**src/rtl/can_arb_engine_if.sv**
```systemverilog
// rtl/can_arb_engine_if.sv - request/result bundle between request front-ends and the arbitration engine
interface can_arb_engine_if #(
  parameter int N     = 4,
  parameter int ID_W  = 11,
  parameter int IDX_W = $clog2(N),
  parameter int BI_W  = (ID_W > 1) ? $clog2(ID_W) : 1
);
  logic              start;
  logic [N-1:0]      req;
  logic [N*ID_W-1:0] id;
  logic              busy;
  logic              done;
  logic              bus_bit;
  logic [BI_W-1:0]   bit_idx;
  logic [N-1:0]      active;
  logic              winner_valid;
  logic [IDX_W-1:0]  winner_idx;
  logic [ID_W-1:0]   winner_id;
  logic              collision;

  modport master (
    output start, req, id,
    input  busy, done, bus_bit, bit_idx, active,
    input  winner_valid, winner_idx, winner_id, collision
  );

  modport slave (
    input  start, req, id,
    output busy, done, bus_bit, bit_idx, active,
    output winner_valid, winner_idx, winner_id, collision
  );
endinterface

```
**src/rtl/can_arb_engine.sv**
```systemverilog
// rtl/can_arb_engine.sv - bit-serial wired-AND CAN arbitration, MSB first, lowest ID wins
// Optional duplicate-winner detection built when ARB_TIE_DETECT_EN is defined.
module can_arb_engine #(
  parameter int N     = 4,
  parameter int ID_W  = 11,
  parameter int IDX_W = $clog2(N)
) (
  input  logic            clk,
  input  logic            rst,
  can_arb_engine_if.slave bus
);
  localparam int BI_W = (ID_W > 1) ? $clog2(ID_W) : 1;

  typedef enum logic [1:0] {S_IDLE, S_ARB, S_DONE} state_t;

  state_t           r_state, w_state_nxt;
  logic [ID_W-1:0]  r_shadow [N];
  logic [N-1:0]     r_active, w_active_nxt, w_bits;
  logic [BI_W-1:0]  r_bit_idx;
  logic             w_bus_bit;
  logic             w_accept, w_empty, w_last_bit;
  logic             r_valid;
  logic [IDX_W-1:0] r_win_idx, w_win_idx;
  logic [ID_W-1:0]  r_win_id, w_win_id;

  assign w_accept   = (r_state == S_IDLE) && bus.start;
  assign w_empty    = (bus.req == '0);
  assign w_last_bit = (r_bit_idx == '0);

  always_comb begin
    w_bits = '0;
    for (int i = 0; i < N; i++)
      w_bits[i] = r_shadow[i][r_bit_idx];
  end

  // Bus idles recessive; in ARB any surviving node driving 0 pulls it dominant.
  always_comb begin
    w_bus_bit = 1'b1;
    if (r_state == S_ARB) begin
      for (int i = 0; i < N; i++)
        if (r_active[i] && !w_bits[i])
          w_bus_bit = 1'b0;
    end
  end

  assign w_active_nxt = r_active & (~w_bits | {N{w_bus_bit}});

  always_comb begin
    w_win_idx = '0;
    w_win_id  = '0;
    for (int i = N - 1; i >= 0; i--) begin
      if (w_active_nxt[i]) begin
        w_win_idx = IDX_W'(i);
        w_win_id  = r_shadow[i];
      end
    end
  end

  always_ff @(posedge clk or posedge rst) begin
    if (rst)
      r_state <= S_IDLE;
    else
      r_state <= w_state_nxt;
  end

  always_comb begin
    w_state_nxt = r_state;
    case (r_state)
      S_IDLE: if (w_accept) w_state_nxt = w_empty ? S_DONE : S_ARB;
      S_ARB:  if (w_last_bit) w_state_nxt = S_DONE;
      S_DONE: w_state_nxt = S_IDLE;
      default: w_state_nxt = S_IDLE;
    endcase
  end

  // Shadow IDs are pure data and need no reset.
  always_ff @(posedge clk) begin
    if (w_accept && !w_empty) begin
      for (int i = 0; i < N; i++)
        r_shadow[i] <= bus.id[i*ID_W +: ID_W];
    end
  end

  always_ff @(posedge clk or posedge rst) begin
    if (rst) begin
      r_active  <= '0;
      r_bit_idx <= BI_W'(ID_W - 1);
      r_valid   <= 1'b0;
      r_win_idx <= '0;
      r_win_id  <= '0;
    end else if (w_accept) begin
      r_active  <= bus.req;
      r_bit_idx <= BI_W'(ID_W - 1);
      r_valid   <= 1'b0;
      r_win_idx <= '0;
      r_win_id  <= '0;
    end else if (r_state == S_ARB) begin
      r_active <= w_active_nxt;
      if (w_last_bit) begin
        r_valid   <= 1'b1;
        r_win_idx <= w_win_idx;
        r_win_id  <= w_win_id;
      end else begin
        r_bit_idx <= r_bit_idx - 1'b1;
      end
    end
  end

`ifdef ARB_TIE_DETECT_EN
  logic w_multi;
  logic r_collision;

  always_comb begin
    logic seen;
    seen    = 1'b0;
    w_multi = 1'b0;
    for (int i = 0; i < N; i++) begin
      if (w_active_nxt[i]) begin
        if (seen) w_multi = 1'b1;
        seen = 1'b1;
      end
    end
  end

  always_ff @(posedge clk or posedge rst) begin
    if (rst)
      r_collision <= 1'b0;
    else if (w_accept)
      r_collision <= 1'b0;
    else if (r_state == S_ARB && w_last_bit)
      r_collision <= w_multi;
  end

  assign bus.collision = r_collision;
`else
  assign bus.collision = 1'b0;
`endif

  assign bus.busy         = (r_state == S_ARB);
  assign bus.done         = (r_state == S_DONE);
  assign bus.bus_bit      = w_bus_bit;
  assign bus.bit_idx      = r_bit_idx;
  assign bus.active       = r_active;
  assign bus.winner_valid = r_valid;
  assign bus.winner_idx   = r_win_idx;
  assign bus.winner_id    = r_win_id;
endmodule

```
**src/flat_wrapper.sv**
```systemverilog
// flat-port wrapper written by rule: the top's interface ports become plain ports
module can_arb_engine_flat 
#(
  parameter int N     = 4,
  parameter int ID_W  = 11,
  parameter int IDX_W = $clog2(N)
)
  (clk, rst, bus_start, bus_req, bus_id, bus_busy, bus_done, bus_bus_bit, bus_bit_idx, bus_active, bus_winner_valid, bus_winner_idx, bus_winner_id, bus_collision);
  can_arb_engine_if #(.N(N), .ID_W(ID_W), .IDX_W(IDX_W)) bus_i ();
  input  logic clk;
  input  logic rst;
  input wire logic [$bits(bus_i.start)-1:0] bus_start;
  input wire logic [$bits(bus_i.req)-1:0] bus_req;
  input wire logic [$bits(bus_i.id)-1:0] bus_id;
  output wire logic [$bits(bus_i.busy)-1:0] bus_busy;
  output wire logic [$bits(bus_i.done)-1:0] bus_done;
  output wire logic [$bits(bus_i.bus_bit)-1:0] bus_bus_bit;
  output wire logic [$bits(bus_i.bit_idx)-1:0] bus_bit_idx;
  output wire logic [$bits(bus_i.active)-1:0] bus_active;
  output wire logic [$bits(bus_i.winner_valid)-1:0] bus_winner_valid;
  output wire logic [$bits(bus_i.winner_idx)-1:0] bus_winner_idx;
  output wire logic [$bits(bus_i.winner_id)-1:0] bus_winner_id;
  output wire logic [$bits(bus_i.collision)-1:0] bus_collision;
  assign bus_i.start = bus_start;
  assign bus_i.req = bus_req;
  assign bus_i.id = bus_id;
  assign bus_busy = bus_i.busy;
  assign bus_done = bus_i.done;
  assign bus_bus_bit = bus_i.bus_bit;
  assign bus_bit_idx = bus_i.bit_idx;
  assign bus_active = bus_i.active;
  assign bus_winner_valid = bus_i.winner_valid;
  assign bus_winner_idx = bus_i.winner_idx;
  assign bus_winner_id = bus_i.winner_id;
  assign bus_collision = bus_i.collision;
  can_arb_engine #(.N(N), .ID_W(ID_W), .IDX_W(IDX_W)) u_core (.clk(clk), .rst(rst), .bus(bus_i));
endmodule
```
**config.mk**
```make
export PLATFORM = sky130hd
export DESIGN_NAME = can_arb_engine_flat
export DESIGN_NICKNAME = d
export VERILOG_FILES = /design/src/rtl/can_arb_engine_if.sv /design/src/rtl/can_arb_engine.sv /design/src/flat_wrapper.sv
export SDC_FILE = /design/constraint.sdc
export NUM_CORES = 1
export LEC_CHECK = 0
export CAP_MARGIN = 20
export CORE_MARGIN = 2
export CORE_UTILIZATION = 50
export DETAILED_ROUTE_END_ITERATION = 10
export GPL_TIMING_DRIVEN = 0
export PLACE_DENSITY = 0.79
export SYNTH_ARGS = -nofsm -noshare
export SYNTH_HDL_FRONTEND = slang
export SYNTH_SLANG_ARGS = --single-unit
```
**constraint.sdc**
```tcl
create_clock -name clk -period 7.52 [get_ports clk]
set_input_delay 1.504 -clock clk [delete_from_list [all_inputs] [get_ports clk]]
set_output_delay 1.504 -clock clk [all_outputs]
set_load 0.01 [all_outputs]
```
==> flow_summary.yaml, run 1 <==
worst_setup_path:
  worstSetupEndpointType: "output pin"
  startpoint_type: "flip-flop"
  worst_r2r_startpoint: "u_core.bus.bit_idx[1]$_DFFE_PP1P_"
  r2r_slack_ns: 4.65
  worstSetupPathType: "reg2out"
  crit_fanout: 10
  arrival_ns: 3.21
  crit_required_ns: 6.02
  r2r_end: "u_core.bus.winner_id[0]$_DFFE_PP0P_"
  rr_worst_depth: 9
synth:
  synth_top_cell_by_area: "edfxtp_1"
  synth_top_area_share_pct: 38.2
  synthTopCellsByArea: "edfxtp_1, dfrtp_1, a221oi_2"
  synth_edf_count: 44
  syn_area_mm2: 0.00346
  ys_ff_latch: 68
  syn_inst: 263
  synth_top_family_by_area: "compound AO/OA/AOI/OAI gates"
  synth_xor_area_share_pct: 0.759
  ys_top_cells_by_count: "edfxtp_1, dfrtp_1, nor2_1, nand2_1, inv_1"
  synth_ff_type: "edfxtp_1"
  syn_area_per_cell_um2: 13.2
  synth_compound_area_share_pct: 21.7
  synth_most_common_cell: "edfxtp_1"
  yosysSeqAreaShare_pct: 55.6
  synth_cell_types: 59
  syn_nets: 315
  async_flop_share_pct: 35.3
  synth.area.mux_share_pct: 6.18
  synthAdderAreaFrac_pct: 0.362
  yosys.area_share.simple_pct: 9.62
  yosysWarnings: 0
timing:
  tns_ns: 0
  fmax_mhz: 212
  whs_ns: 0.489
  max_slew_margin_pct: 36.1
  hold_viol: 0
  worst_slew_pin_slew_ns: 0.958
  setup_viol: 0
  slew_viol_final: 0
  clock_skew_ns: 0.00736
  fin_crit_ns: 4.71
  rsz0062_at_grt: "false"
  period_share_pct: 62.6
floorplanning:
  die_y_um: 87.2
  die-area_mm2: 0.00760
  initial_core_util_pct: 51.2
  core_area_mm2: 0.00676
  row_count: 30
  die_x_um: 87.2
  io_pins: 77
detailed_routing:
  first_pass_iters: 4
  drc: 0
  wl_met3_um: 535
  wl_per_cell_um: 19.5
  drt-total-wl_um: 8480
  wl_met2_um: 4130
  antenna_left: 0
  vias: 2540
  topRoutingLayerUsed: "met4"
  drt_iter0_drc: 185
  wl_met1_um: 3570
  vias_per_cell: 5.84
worst_hold_path:
  hold_path_depth: 2
  min-delay-start: "u_core.bus.winner_valid$_DFFE_PP0P_"
  holdPathEnd: "u_core.bus.winner_valid$_DFFE_PP0P_"
  hold_path_class: "reg2reg"
global_route:
  grt_pass1_vias: 2515
  grt_pass1_wl_um: 13200
  grt_max_degree: 37
  antenna_found_initial: 0
  grt_overflow_total: 0
  grt_usage_pct: 23.7
cells_and_area:
  diodes: 0
  fin_area_mm2: 0.00452
  syn_to_final_growth_pct: 30.7
  fin_nets: 402
  drive_gt1_share_pct: 19.7
cts:
  path_clk_slew_ns: 0.08
  ctsResizeCount: 0
  numCtsBuffers: 9
  clk_path_buf_depth: 2
  clock_sinks: 68
  clk_latency_ns: 0.36
  cts_setup_buffers: 0
  hold_buffers: 0
  clockRootBuffer: "clkbuf_8"
  h-tree-depth: 3
  cts_tree: "yes"
placed_design:
  hpwl_um: 6360
  placed_cell_area_mm2: 0.00434
  gp_congestion: 0.899
  port-buffer-count: 75
power:
  ir_drop_mv: 0.185
  cellPowerDensity_mw_per_mm2: 407
  p_leak_nw: 1.72
status:
  run_status: "completed"
run:
  cap_viol_max_count: 0
==> registers in the layout (all words and copies together) (netlist names) <==
name and count:
u_core.bus.winner_idx 2, u_core.bus.winner_id 11, u_core.bus.bit_idx 4, u_core.r_state 2
u_core.bus.winner_valid 1, u_core.bus.active 4, u_core.r_shadow 44
==> where the power goes <==
| group | leakage [nW] | switching, W | internal (W) |
|---|---|---|---|
| Clock | 0.0921 | 0.000155 | 0.000124 |
| Sequential | 0.721 | 0.0000819 | 0.000519 |
| Combinational | 0.903 | 0.000517 | 0.000442 |
| Total | 1.72 | 0.000754 | 0.00109 |
==> layer usage <==
metal  global-route usage (%)  vias to the layer above
li1                         -                     1181
met2                     36.9                      111
met4                     10.3                        0
met3                     6.45                       23
met5                        0                        -
met1                     31.3                     1225
==> through the flow <==
step	setup WS [ns]	utilization [%]	total power [W]	std cells
floorplan	3.59	-	0.00123	263
global placement	2.39	63.8	0.00153	418
detailed placement	3.21	64.2	0.00156	419
CTS	2.82	66.9	0.00184	435
global route	2.65	66.9	0.00194	435
finish	2.81	66.9	0.00184	435
==> worst max-delay path, cell delays in order, from the launching register on <==
cell	delay (ns)
dfstp_2	0.53
clkbuf_1	0.43
nor2b_1	0.52
a221oi_4	0.14
a211oi_2	0.35
or2b_1	0.28
nand2_1	0.07
clkdlybuf4s50_1	0.53
==> logic make-up after synthesis <==
kind of cell | count (synthesis)
AND/OR/NAND/NOR | 66
XOR/XNOR | 3
adder cells (fa/ha/maj) | 1
multiplexers | 16
flip-flops | 68
AO/OA/AOI/OAI | 73
other | 1
buffers and inverters | 35
==> worst max path at each step <==
stage,start,to,cells after the start
finish,u_core.bus.bit_idx[3]$_DFFE_PP1P_,bus_bus_bit,7
global route,u_core.bus.bit_idx[3]$_DFFE_PP1P_,bus_bus_bit,7
global placement,bus_start,u_core.r_shadow[2][7]$_DFFE_PP_,3
floorplan,bus_start,u_core.r_shadow[0][0]$_DFFE_PP_,2
CTS,u_core.bus.bit_idx[1]$_DFFE_PP1P_,bus_bus_bit,9
detailed placement,u_core.bus.bit_idx[1]$_DFFE_PP1P_,bus_bus_bit,9
==> cells in the final DEF, fill, tap and decap left out, types with 3 or more instances in the layout <==
master           netlist  layout
mux4_2                 4       4
inv_1                 18      18
mux2i_1                9       9
o21ai_0                7       7
nand2_1               20      20
dfrtp_1               22      22
nor3_1                 3       3
nor2_1                22      21
o31ai_2                9       9
a22oi_1                3       3
o221ai_1               3       3
buf_4                  4       4
nand2b_1               4       4
edfxtp_1              44      44
o31a_1                12      12
a22o_1                 3       3
buf_6                  4       4
clkbuf_1               6       6
clkdlybuf4s50_1        0      75
clkbuf_8               0       9
nor2b_1                4       4
a221oi_2              12      12
==> layout make-up <==
type,instances,area [um^2]
repair buffers,76,771
inverters,18,67.6
well taps,80,100
flip-flops and latches,68,1920
clock inverters,7,58.8
fillers,521,2240
multi-input cells,160,1350
clock buffers,9,124
plain buffers,17,128
(Power assumes the default switching activity.)
==> run 2: changes to the inputs <==
Settings changed: CORE_UTILIZATION 50 to 46, PLACE_DENSITY 0.79 to 0.77.
Clock period 7.52 ns to 4 ns, I/O delays scaled along.
==> run 2 against run 1 <==
Effect of this change:
- routed wire length is 0.84% lower
- clock skew is 0.0034 ns higher
- sequential power grew 88%
- utilization is 4.2 points lower
- total power up 87%
- sequential share of layout area shrank 0.21 points
- largest cell class unchanged
==> flow_summary.yaml, run 2 (synthesis gave the netlist of run 1 again) <==
worst_setup_path:
  r2r_end: "u_core.bus.winner_id[7]$_DFFE_PP0P_"
  crit_required_ns: 3.20
  worst_r2r_startpoint: "u_core.bus.bit_idx[1]$_DFFE_PP1P_"
  cp_cell_sequence: "buf_4, buf_8, mux4_2, o221ai_1, o221a_2, a211oi_4, or2b_1, nand2_1, clkdlybuf4s50_1"
  worst_path_max_delay_cell: "dfstp_2"
  crit_fanout: 10
  r2r_slack_ns: 1.12
  rr_worst_depth: 9
  worstSetupPathType: "reg2out"
  startpoint_type: "flip-flop"
  crit_path_max_incr_delay_ns: 0.53
  crit_buf_inv: 3
  worstSetupEndpointType: "output pin"
  crit_family: "buffers and inverters"
  arrival_ns: 3.06
global_route:
  grt_pass1_wl_um: 13300
  grt_pass1_vias: 2571
  antenna_found_initial: 0
  grt_max_degree: 35
  grt_overflow_total: 0
  grt_usage_pct: 21.1
placed_design:
  port-buffer-count: 75
  gp_congestion: 0.873
  hpwl_um: 6240
  placed_cell_area_mm2: 0.00436
timing:
  hold_viol: 0
  fmax_mhz: 259
  rsz0062_at_grt: "false"
  clock_skew_ns: 0.0108
  period_share_pct: 96.6
  worst_slew_pin_slew_ns: 0.940
  fin_crit_ns: 3.86
  max_slew_margin_pct: 37.3
  slew_viol_final: 0
  setup_viol: 0
  whs_ns: 0.483
cells_and_area:
  fin_nets: 402
  syn_to_final_growth_pct: 31.4
  top_register: "u_core.r_shadow"
  largest_register_ffs: 44
  diodes: 0
  final_common_cell: "clkdlybuf4s50_1"
  fin_area_mm2: 0.00455
  most-common-layout-cells: "clkdlybuf4s50_1, edfxtp_1, nor2_1, dfrtp_1, nand2_1"
  drive_gt1_share_pct: 20.0
  final_util_pct: 62.7
power:
  ir_drop_mv: 0.313
  cellPowerDensity_mw_per_mm2: 758
  p_leak_nw: 1.71
  power_w: 0.00345
detailed_routing:
  drt_iter0_drc: 179
  first_pass_iters: 4
  vias_per_cell: 5.61
  drt-total-wl_um: 8400
  wl_per_cell_um: 18.5
  vias: 2546
  antenna_left: 0
  drc: 0
floorplanning:
  row_count: 31
  core_area_mm2: 0.00725
  die_y_um: 90.7
  initial_core_util_pct: 47.7
  die-area_mm2: 0.00823
  die_x_um: 90.7
  io_pins: 77
worst_hold_path:
  holdPathEnd: "u_core.bus.winner_idx[1]$_DFFE_PP0P_"
  hold_path_class: "reg2reg"
  min-delay-start: "u_core.bus.winner_idx[1]$_DFFE_PP0P_"
  hold_path_depth: 1
cts:
  clockRootBuffer: "clkbuf_8"
  cts_tree: "yes"
  path_clk_slew_ns: 0.07
  clk_path_buf_depth: 2
  hold_buffers: 0
  clk_latency_ns: 0.35
  clock_sinks: 68
  cts_setup_buffers: 0
  numCtsBuffers: 9
  h-tree-depth: 3
status:
  run_status: "completed"
run:
  cap_viol_max_count: 0
[run 2: stage by stage]
| stage | TNS (ns) | instances | setup WS, ns |
|---|---|---|---|
| finish | 0 | 454 | 0.137 |
| global route | 0 | 454 | 0.00801 |
| CTS | 0 | 454 | 0.0321 |
| detailed placement | 0 | 438 | 0.390 |
| global placement | -18.56 | 437 | -0.426 |
| floorplan | 0 | 263 | 0.775 |
[run 2: power breakdown]
group | internal, W | switching (W) | leakage (nW)
logic | 0.000844 | 0.000980 | 0.908
registers | 0.000976 | 0.000158 | 0.720
clock network | 0.000225 | 0.000265 | 0.0787
[run 2: final cells by class]
cell class,count,area (um^2)
plain buffers,17,131
clock buffers,10,128
clock inverters,6,41.3
fillers,571,2710
inverters,18,67.6
multi-input cells,160,1360
flip-flops and latches,68,1930
well taps,99,124
repair buffers,76,771
[run 2: repair_timing]
item / in CTS / in global routing
pin swaps: 0 / 1
gates resized for setup: 1 / 3
endpoints found under the setup margin: 1 / 1
[run 2: worst max path at each step]
stage | to | cells past startpoint | slack (ns) | startpoint
2_1_floorplan | u_core.r_shadow[0][0]$_DFFE_PP_ | 2 | 0.77 | bus_start
3_3_place_gp | u_core.r_shadow[3][7]$_DFFE_PP_ | 3 | -0.43 | bus_start
3_5_place_dp | bus_bus_bit | 7 | 0.39 | u_core.bus.bit_idx[3]$_DFFE_PP1P_
4_1_cts | bus_bus_bit | 9 | 0.03 | u_core.bus.bit_idx[1]$_DFFE_PP1P_
5_1_grt | bus_bus_bit | 9 | 0.008 | u_core.bus.bit_idx[1]$_DFFE_PP1P_
6_report | bus_bus_bit | 9 | 0.14 | u_core.bus.bit_idx[1]$_DFFE_PP1P_
[run 2: worst reg2reg max path, stage by stage (launching register included)]
cell and delay (ns):
dfstp_2 0.53, buf_4 0.18, mux4_2 0.51, a2bb2oi_1 0.16, a21oi_2 0.34, o21ai_2 0.15
o221a_4 0.31, buf_12 0.15, a221oi_2 0.35, o31ai_2 0.10
[run 2: metal layers]
layer  track usage (%)  vias up  routed length, um
met5                 0        -                  0
met4              9.23        0                265
met3              6.26       22                649
met2              33.2      107               3990
met1              27.1     1247               3500
li1                  -     1170                  -
==> run 3: changes to the inputs <==
Settings changed: PLACE_DENSITY 0.77 to 0.83, SLEW_MARGIN set to 20.
==> run 3 against run 2 <==
Effect of this change:
- final cell count rose by 0.22%
- clock power about the same
- sequential power about the same
- worst hold slack worse by 0.0031 ns
- total power shrank 0.23%
- die area did not move
- largest power group unchanged
==> flow_summary.yaml, run 3 (synthesis gave the netlist of run 1 again) <==
detailed_routing:
  vias: 2562
  wl_per_cell_um: 18.5
  drt_iter0_drc: 206
  antenna_left: 0
  vias_per_cell: 5.63
  first_pass_iters: 4
  drt-total-wl_um: 8420
  drc: 0
timing:
  setup_viol: 0
  rsz0062_at_grt: "false"
  whs_ns: 0.480
  worst_slew_pin_slew_ns: 0.775
  max_slew_margin_pct: 47.8
  clock_skew_ns: 0.00934
  fin_crit_ns: 3.88
  fmax_mhz: 258
  slew_viol_final: 0
  period_share_pct: 97.0
  hold_viol: 0
floorplanning:
  die-area_mm2: 0.00823
  die_x_um: 90.7
  core_area_mm2: 0.00725
  io_pins: 77
  initial_core_util_pct: 47.7
  die_y_um: 90.7
  row_count: 31
cts:
  path_clk_slew_ns: 0.07
  clockRootBuffer: "clkbuf_8"
  hold_buffers: 0
  clock_sinks: 68
  h-tree-depth: 3
  clk_path_buf_depth: 2
  numCtsBuffers: 9
  cts_tree: "yes"
  clk_latency_ns: 0.34
run:
  cap_viol_max_count: 0
cells_and_area:
  largest_register_ffs: 44
  diodes: 0
  syn_to_final_growth_pct: 31.7
  most-common-layout-cells: "clkdlybuf4s50_1, edfxtp_1, nor2_1, dfrtp_1, nand2_1"
  ff_latch_area_mm2: 0.00193
  fill_cells: 591
  final_util_pct: 62.8
  top_register: "u_core.r_shadow"
  multi_input_area_mm2: 0.00136
  final_common_cell: "clkdlybuf4s50_1"
  drive_gt1_share_pct: 20.2
  fin_nets: 403
worst_hold_path:
  hold_path_class: "reg2reg"
status:
  run_status: "completed"
global_route:
  grt_pass1_wl_um: 13600
  grt_overflow_total: 0
  grt_usage_pct: 21.7
  antenna_found_initial: 0
  grt_max_degree: 32
  grt_pass1_vias: 2681
worst_setup_path:
  cp_cell_sequence: "buf_4, buf_6, mux4_2, o221ai_1, o221a_2, a211oi_4, or2b_1, nand2_1, clkdlybuf4s50_1"
  crit_path_max_incr_delay_ns: 0.54
  worstSetupEndpointType: "output pin"
  crit_required_ns: 3.20
  worst_path_max_delay_cell: "dfstp_2"
  arrival_ns: 3.08
  crit_fanout: 10
  worstSetupPathType: "reg2out"
  startpoint_type: "flip-flop"
placed_design:
  hpwl_um: 6460
  port-buffer-count: 75
  gp_congestion: 0.903
power:
  p_leak_nw: 1.72
  cellPowerDensity_mw_per_mm2: 755
  ir_drop_mv: 0.310
==> run 3: cell count changes in the layout (fill, tap and decap cells not counted), sizes merged <==
| cell | delta |
|---|---|
| clkinvlp | -2 |
| clkbuf | +1 |
| clkinv | +2 |
| buf | +1 |
| inv | -1 |
==> run 3: stage by stage <==
step / setup TNS, ns / worst slack, ns / instance area, um^2 / cells / power [W]
2_1_floorplan: 0 / 0.775 / 3460 / 263 / 0.00230
3_3_place_gp: -17.72 / -0.407 / 4330 / 437 / 0.00287
3_5_place_dp: 0 / 0.435 / 4360 / 438 / 0.00293
4_1_cts: 0 / 0.0501 / 4530 / 454 / 0.00342
5_1_grt: 0 / 0.0103 / 4560 / 455 / 0.00365
6_report: 0 / 0.122 / 4560 / 455 / 0.00344
==> run 3: worst paths after layout <==
kind | from | end | slack, ns | depth (start not counted)
min | u_core.bus.winner_valid$_DFFE_PP0P_ | u_core.bus.winner_valid$_DFFE_PP0P_ | 0.48 | 2
max | u_core.bus.bit_idx[1]$_DFFE_PP1P_ | bus_bus_bit | 0.12 | 9
min in group asynchronous | rst | u_core.bus.winner_idx[1]$_DFFE_PP0P_ | 0.80 | 2
max reg2reg | u_core.bus.bit_idx[1]$_DFFE_PP1P_ | u_core.bus.winner_id[4]$_DFFE_PP0P_ | 1.08 | 9
min reg2reg | u_core.bus.winner_valid$_DFFE_PP0P_ | u_core.bus.winner_valid$_DFFE_PP0P_ | 0.48 | 2
max in group asynchronous | rst | u_core.bus.bit_idx[1]$_DFFE_PP1P_ | 2.65 | 3
==> run 3: layer usage <==
layer / share of wire (%) / global-route usage (%) / wire length [um] / vias to the layer above
li1: - / - / - / 1176
met1: 40 / 26.7 / 3380 / 1251
met2: 49 / 35.9 / 4170 / 119
met3: 7.6 / 5.68 / 644 / 16
met4: 2.7 / 9.49 / 225 / 0
met5: 0 / 0 / 0 / -
==> run 3: area by class of cell <==
type	instances	share of cell area (%)
timing repair buffer	77	17.2
clock inverter	5	0.604
sequential	68	42.3
inverter	18	1.48
buffer	17	2.80
tap	99	2.72
multi-input combinational	160	29.8
clock buffer	11	3.10
==> run 3: worst max-delay path: cells and delay by family (launching register included) <==
kind / cells / cell delay (ns)
mux: 1 / 0.22
compound gates: 3 / 0.73
buf+inv: 3 / 0.91
simple gates: 2 / 0.35
flops: 1 / 0.54
==> run 3: what timing repair did <==
| item | in CTS | in global routing |
|---|---|---|
| resized for setup | 0 | 3 |
| hold endpoints to repair | 0 | 0 |
| endpoints found under the setup margin | 0 | 1 |
| setup buffers | 0 | 0 |
==> run 3: power by group <==
part | leakage [nW] | total [W] | switching, W | internal [W]
Combinational | 0.914 | 0.00182 | 0.000975 | 0.000841
Sequential | 0.720 | 0.00113 | 0.000154 | 0.000977
Clock | 0.0889 | 0.000492 | 0.000255 | 0.000238
